[src/rtl/button_step_pulser_pkg.sv]
// Shared definitions for the push-button step pulser: FSM state encoding
// and the counter-width helper used by the top and the debouncer.
package button_step_pulser_pkg;

   typedef enum logic [1:0] {
      ST_IDLE    = 2'd0,
      ST_UP_HELD = 2'd1,
      ST_DN_HELD = 2'd2,
      ST_LOCKED  = 2'd3
   } state_t;

   // Bits needed to hold values 0..value-1, never less than one bit.
   function automatic int clog2_w(input int value);
      int w;
      w = 0;
      for (int i = 0; i < 31; i++) begin
         if (value > (32'sd1 <<< i)) w = i + 1;
      end
      return (w < 1) ? 1 : w;
   endfunction

endpackage

[src/rtl/btn_debounce.sv]
// Two-flop synchronizer followed by a hold-time debouncer: the level only
// follows the synchronized input after it has differed for DB_CYCLES edges.
module btn_debounce #(
   parameter int DB_CYCLES = 1000000
) (
   input  logic clk,
   input  logic reset_n,
   input  logic raw,
   output logic level
);
   import button_step_pulser_pkg::*;

   localparam int            CW       = clog2_w(DB_CYCLES);
   localparam logic [CW-1:0] CNT_LAST = CW'(DB_CYCLES - 1);

   logic          meta_q;
   logic          sync_q;
   logic [CW-1:0] cnt_q;
   logic [CW-1:0] cnt_d;
   logic          level_q;
   logic          level_d;

   // Synchronizer chain and debounce state registers.
   always_ff @(posedge clk or negedge reset_n) begin
      if (!reset_n) begin
         meta_q  <= 1'b0;
         sync_q  <= 1'b0;
         cnt_q   <= '0;
         level_q <= 1'b0;
      end else begin
         meta_q  <= raw;
         sync_q  <= meta_q;
         cnt_q   <= cnt_d;
         level_q <= level_d;
      end
   end

   // Count edges of disagreement; any agreement restarts the qualification.
   always_comb begin
      cnt_d   = '0;
      level_d = level_q;
      if (sync_q != level_q) begin
         if (cnt_q == CNT_LAST) begin
            level_d = sync_q;
            cnt_d   = '0;
         end else begin
            cnt_d = cnt_q + CW'(1);
         end
      end else begin
         cnt_d = '0;
      end
   end

   assign level = level_q;

endmodule

[src/rtl/button_step_pulser.sv]
// Turns two raw push-buttons into clean one-cycle inc/dec pulses with
// optional auto-repeat; simultaneous presses lock out until both release.
module button_step_pulser #(
   parameter int DB_CYCLES   = 1000000,
   parameter int HOLD_CYCLES = 50000000,
   parameter int RPT_CYCLES  = 10000000,
   parameter int REPEAT_EN   = 1
) (
   input  logic clk,
   input  logic reset_n,
   input  logic btn_up_raw,
   input  logic btn_dn_raw,
   output logic inc,
   output logic dec,
   output logic up_level,
   output logic dn_level
);
   import button_step_pulser_pkg::*;

   localparam int            TMAX      = (HOLD_CYCLES > RPT_CYCLES) ? HOLD_CYCLES : RPT_CYCLES;
   localparam int            TW        = clog2_w(TMAX);
   localparam logic [TW-1:0] HOLD_LOAD = TW'(HOLD_CYCLES - 1);
   localparam logic [TW-1:0] RPT_LOAD  = TW'(RPT_CYCLES - 1);

   state_t        state_q;
   state_t        state_d;
   logic [TW-1:0] timer_q;
   logic [TW-1:0] timer_d;
   logic          inc_q;
   logic          inc_d;
   logic          dec_q;
   logic          dec_d;
   logic          up_lvl_s;
   logic          dn_lvl_s;

   btn_debounce #(.DB_CYCLES(DB_CYCLES)) u_db_up (
      .clk     (clk),
      .reset_n (reset_n),
      .raw     (btn_up_raw),
      .level   (up_lvl_s)
   );

   btn_debounce #(.DB_CYCLES(DB_CYCLES)) u_db_dn (
      .clk     (clk),
      .reset_n (reset_n),
      .raw     (btn_dn_raw),
      .level   (dn_lvl_s)
   );

   // FSM state, repeat timer and registered pulse outputs.
   always_ff @(posedge clk or negedge reset_n) begin
      if (!reset_n) begin
         state_q <= ST_IDLE;
         timer_q <= '0;
         inc_q   <= 1'b0;
         dec_q   <= 1'b0;
      end else begin
         state_q <= state_d;
         timer_q <= timer_d;
         inc_q   <= inc_d;
         dec_q   <= dec_d;
      end
   end

   // Press arbitration; a second button during a hold locks both out.
   always_comb begin
      state_d = state_q;
      timer_d = timer_q;
      inc_d   = 1'b0;
      dec_d   = 1'b0;
      case (state_q)
         ST_IDLE: begin
            if (up_lvl_s && dn_lvl_s) begin
               state_d = ST_LOCKED;
            end else if (up_lvl_s) begin
               inc_d   = 1'b1;
               state_d = ST_UP_HELD;
               timer_d = HOLD_LOAD;
            end else if (dn_lvl_s) begin
               dec_d   = 1'b1;
               state_d = ST_DN_HELD;
               timer_d = HOLD_LOAD;
            end else begin
               state_d = ST_IDLE;
            end
         end
         ST_UP_HELD: begin
            if (!up_lvl_s) begin
               state_d = ST_IDLE;
            end else if (dn_lvl_s) begin
               state_d = ST_LOCKED;
            end else if (REPEAT_EN != 0) begin
               if (timer_q == '0) begin
                  inc_d   = 1'b1;
                  timer_d = RPT_LOAD;
               end else begin
                  timer_d = timer_q - TW'(1);
               end
            end else begin
               timer_d = timer_q;
            end
         end
         ST_DN_HELD: begin
            if (!dn_lvl_s) begin
               state_d = ST_IDLE;
            end else if (up_lvl_s) begin
               state_d = ST_LOCKED;
            end else if (REPEAT_EN != 0) begin
               if (timer_q == '0) begin
                  dec_d   = 1'b1;
                  timer_d = RPT_LOAD;
               end else begin
                  timer_d = timer_q - TW'(1);
               end
            end else begin
               timer_d = timer_q;
            end
         end
         ST_LOCKED: begin
            if (!up_lvl_s && !dn_lvl_s) begin
               state_d = ST_IDLE;
            end else begin
               state_d = ST_LOCKED;
            end
         end
         default: begin
            state_d = ST_IDLE;
         end
      endcase
   end

   assign inc      = inc_q;
   assign dec      = dec_q;
   assign up_level = up_lvl_s;
   assign dn_level = dn_lvl_s;

endmodule

[config.mk]
export PLATFORM = sky130hd
export DESIGN_NAME = button_step_pulser
export DESIGN_NICKNAME = d
export VERILOG_FILES = /design/src/rtl/button_step_pulser_pkg.sv /design/src/rtl/btn_debounce.sv /design/src/rtl/button_step_pulser.sv
export SDC_FILE = /design/constraint.sdc
export NUM_CORES = 1
export LEC_CHECK = 0
export BUFFER_PORTS_ARGS = -buffer_cell sky130_fd_sc_hd__buf_2
export CAP_MARGIN = 20
export CELL_PAD_IN_SITES_DETAIL_PLACEMENT = 1
export CELL_PAD_IN_SITES_GLOBAL_PLACEMENT = 2
export CORE_ASPECT_RATIO = 1.1
export CORE_UTILIZATION = 44
export CTS_BUF_LIST = sky130_fd_sc_hd__clkbuf_4 sky130_fd_sc_hd__clkbuf_8 sky130_fd_sc_hd__clkbuf_16
export CTS_CLUSTER_DIAMETER = 80
export DETAILED_ROUTE_END_ITERATION = 7
export PLACE_DENSITY = 0.85
export SETUP_SLACK_MARGIN = 0.02
export SYNTH_ARGS = -nofsm -noshare
export SYNTH_HDL_FRONTEND = slang
export SYNTH_HIERARCHICAL = 1
export SYNTH_SLANG_ARGS = --single-unit
[constraint.sdc]
create_clock -name clk -period 4.4 [get_ports clk]
set_clock_uncertainty 0.2 [all_clocks]
set_input_delay 0.44 -clock clk [delete_from_list [all_inputs] [get_ports clk]]
set_output_delay 0.44 -clock clk [all_outputs]
set_load 0.05 [all_outputs]
==> impl_metrics.py <==
metrics = {
    "setup_path": {
        "arrival_ps": 2810,
        "crit_path_end_kind": "register",
        "critPathLaunchType": "register",
        "rr_worst_depth": 6,
        "required_ps": 4440,
        "critPathMaxFanout": 30,
        "path_class": "register to register",
    },
    "synthesis": {
        "yosys_most_used_dff": "dfrtp_1",
        "ys_top_cells_by_count": "dfrtp_1, nor2_1, xnor2_1",
        "synthTopCellsByArea": "dfrtp_1, nor2_1, xnor2_1, nor3_1, ha_1",
        "synth_seq_cells": 76,
        "yosysTopAreaCellShare_pct": 45.80,
        "seq_area_frac_synth_pct": 45.80,
        "syn_inst": 427,
        "ys_warn_count": 6,
        "syn_area_um2": 4153,
        "async_flop_share_pct": 100.0,
        "avgSynthCellArea_um2": 9.725,
        "synth_edf_count": 0,
        "synth_top_cell_by_area": "dfrtp_1",
        "syn-num-nets": 440,
        "post-synth-top-count-cell": "dfrtp_1",
        "ys_types": 60,
    },
    "floorplan": {
        "die_w_um": 94.63,
        "rows": 36,
        "initial_utilization_pct": 46.10,
        "die_h_um": 103.9,
        "die_area_um2": 9831,
        "top_level_ports": 8,
        "core_area_um2": 9009,
    },
    "final_layout": {
        "drive_gt1_share_pct": 12.22,
        "seq_area_um2": 1902,
        "syn_to_final_growth_pct": 9.129,
        "final_net_count": 450,
        "insertedDiodeCount": 0,
        "multi_input_area_um2": 2091,
        "nFillCells": 1041,
    },
    "route": {
        "route.met3.wl_um": 188,
        "post-route-drc-count": 0,
        "dr_wl_met2_mm": 5.087,
        "drt_iter0_drc": 115,
        "viasPerCell": 5.935,
        "ant_nets": 0,
        "wl_mm": 9.832,
        "num_vias": 3300,
        "avgRoutedWirePerCell_um": 17.68,
        "drtPass1Iterations": 4,
        "highest_layer": "met4",
        "m1WireLength_mm": 4.439,
    },
    "sta": {
        "period_needed_ps": 2766,
        "report.final.slew_viol_count": 0,
        "tightest_slew_ps": 966.4,
        "hold_viol": 0,
        "tns_ps": 0,
        "slew_headroom_pct": 35.57,
        "min_period_over_period_pct": 62.87,
        "setup_viol": 0,
        "fmax_mhz": 361.5,
        "rsz0062_at_grt": "false",
        "fin_ws_ps": 1634,
    },
    "global_routing": {
        "grt_pass1_wl_mm": 16.53,
        "grt-ovfl-total": 0,
        "grt_pass1_vias": 3398,
        "grt_start_max_net_pins": 77,
        "track_usage_pct": 21.37,
        "antenna_found_initial": 0,
    },
    "worst_hold_path": {
        "min_path_cells": 0,
        "hp-class": "register to register",
    },
    "cts": {
        "cts_made_buffers": 9,
        "cts_tree": "yes",
        "insertion_delay_ps": 350,
        "htreeDepth": 3,
        "clk_pin_slew_ps": 80,
        "clockRootBuffer": "clkbuf_8",
        "cts_buffer_depth": 2,
        "clock_sinks": 76,
    },
    "place": {
        "place.gp.congestion": 0.7425,
        "port-buffer-count": 7,
        "hpwl_mm": 6.601,
        "place_ws_ps": 1668,
    },
    "power_and_ir_drop": {
        "irDropWorstVdd_mv": 0.1532,
        "p_per_area_nw_per_um2": 292.2,
        "p_leak_nw": 1.882,
    },
    "status": {
        "status": "completed",
    },
    "run": {
        "cap_violations": 0,
    },
}
## cells in the final DEF (no fill, tap or decap), types with 3 or more instances in the layout
master and count:
nand4_1 11, and3_1 3, or2_2 4, o21ai_4 3
clkbuf_8 9, nor3_1 24, nand2b_1 3, or4_1 6
xor2_1 6, or3_1 6, buf_2 6, ha_1 9
nand2_1 17, nor4_1 12, inv_1 23, o221a_2 4
nor2_1 74, a22o_1 7, a311oi_1 6, dlygate4sd3_1 3
or4b_1 3, a21oi_1 16, o21ai_0 9, a221o_1 3
dfrtp_1 76, xnor2_1 26, clkinv_2 3, nand3_1 14
o41ai_1 3, o31ai_1 6
## logic make-up after synthesis
family | share of synthesized area, %
simple gates | 26.70
flops | 45.80
compound gates | 13.65
buf+inv | 3.856
xor+xnor | 6.749
fa+ha+maj | 2.712
mux | 0.5423
## worst paths after layout
kind / start / endpoint / slack, ps
worst min register to register: u_db_up/meta_q$_DFF_PN0_ / u_db_up/sync_q$_DFF_PN0_ / 170
max in group asynchronous: reset_n / timer_q[5]$_DFFE_PN0P_ / 3180
worst min-delay path: u_db_up/meta_q$_DFF_PN0_ / u_db_up/sync_q$_DFF_PN0_ / 170
worst max register to register: state_q[0]$_DFFE_PN0P_ / timer_q[21]$_DFFE_PN0P_ / 1630
min in group asynchronous: reset_n / u_db_up/cnt_q[16]$_DFF_PN0_ / 250
worst max-delay path: state_q[0]$_DFFE_PN0P_ / timer_q[21]$_DFFE_PN0P_ / 1630
## critical path, cell delays in order (launching register included)
cell and delay (ps):
dfrtp_1 430, inv_1 80, ha_1 280, o21ai_0 330, a21o_1 810, o21ai_0 240, a22o_1 290
## per-layer routing
layer | GRT usage, % | vias up
li1 | - | 1562
met1 | 27.71 | 1703
met2 | 36.02 | 24
met3 | 4.240 | 11
met4 | 5.519 | 0
met5 | 0 | -
## cell type report
type	count	area share [%]
clock buffers	9	2.733
clock inverters	7	2.015
inverters	23	1.905
multi-input cells	316	46.13
flip-flops and latches	76	41.97
well taps	114	3.147
repair buffers	11	2.098
## per-stage QoR
step	hold WS, ps	cell area [µm²]	cells	util (%)	total power, mW
floorplan	-55.59	4153	427	-	0.7368
global placement	143.6	4259	536	47.28	0.7543
detailed placement	143.3	4259	536	47.28	0.7567
CTS	79.58	4494	554	49.89	1.345
global route	178.0	4532	556	50.31	1.380
finish	166.0	4532	556	50.31	1.324
## timing repair
item	4_1_cts	5_1_grt
buffers inserted	0	0
hold buffers	2	1
setup endpoints to repair	0	0
resized for setup	0	0
endpoints found under the hold margin	2	29
## sequential cells by signal (all words and copies together) (netlist names)
| register | count |
|---|---|
| timer_q | 26 |
| u_db_dn/cnt_q | 20 |
| u_db_up/cnt_q | 20 |
| state_q | 2 |
| dec | 1 |
| inc | 1 |
| u_db_dn/level | 1 |
| u_db_dn/meta_q | 1 |
| u_db_dn/sync_q | 1 |
| u_db_up/level | 1 |
| u_db_up/meta_q | 1 |
| u_db_up/sync_q | 1 |
## where the power goes
part           total (mW)  leakage (nW)  switching, mW  internal [mW]
logic              0.0363         0.725         0.0254         0.0109
clock network       0.578         0.109          0.261          0.317
registers           0.710          1.05        0.00571          0.704
total                1.32          1.88          0.292           1.03
No activity file was read; power rests on OpenSTA's default activity.
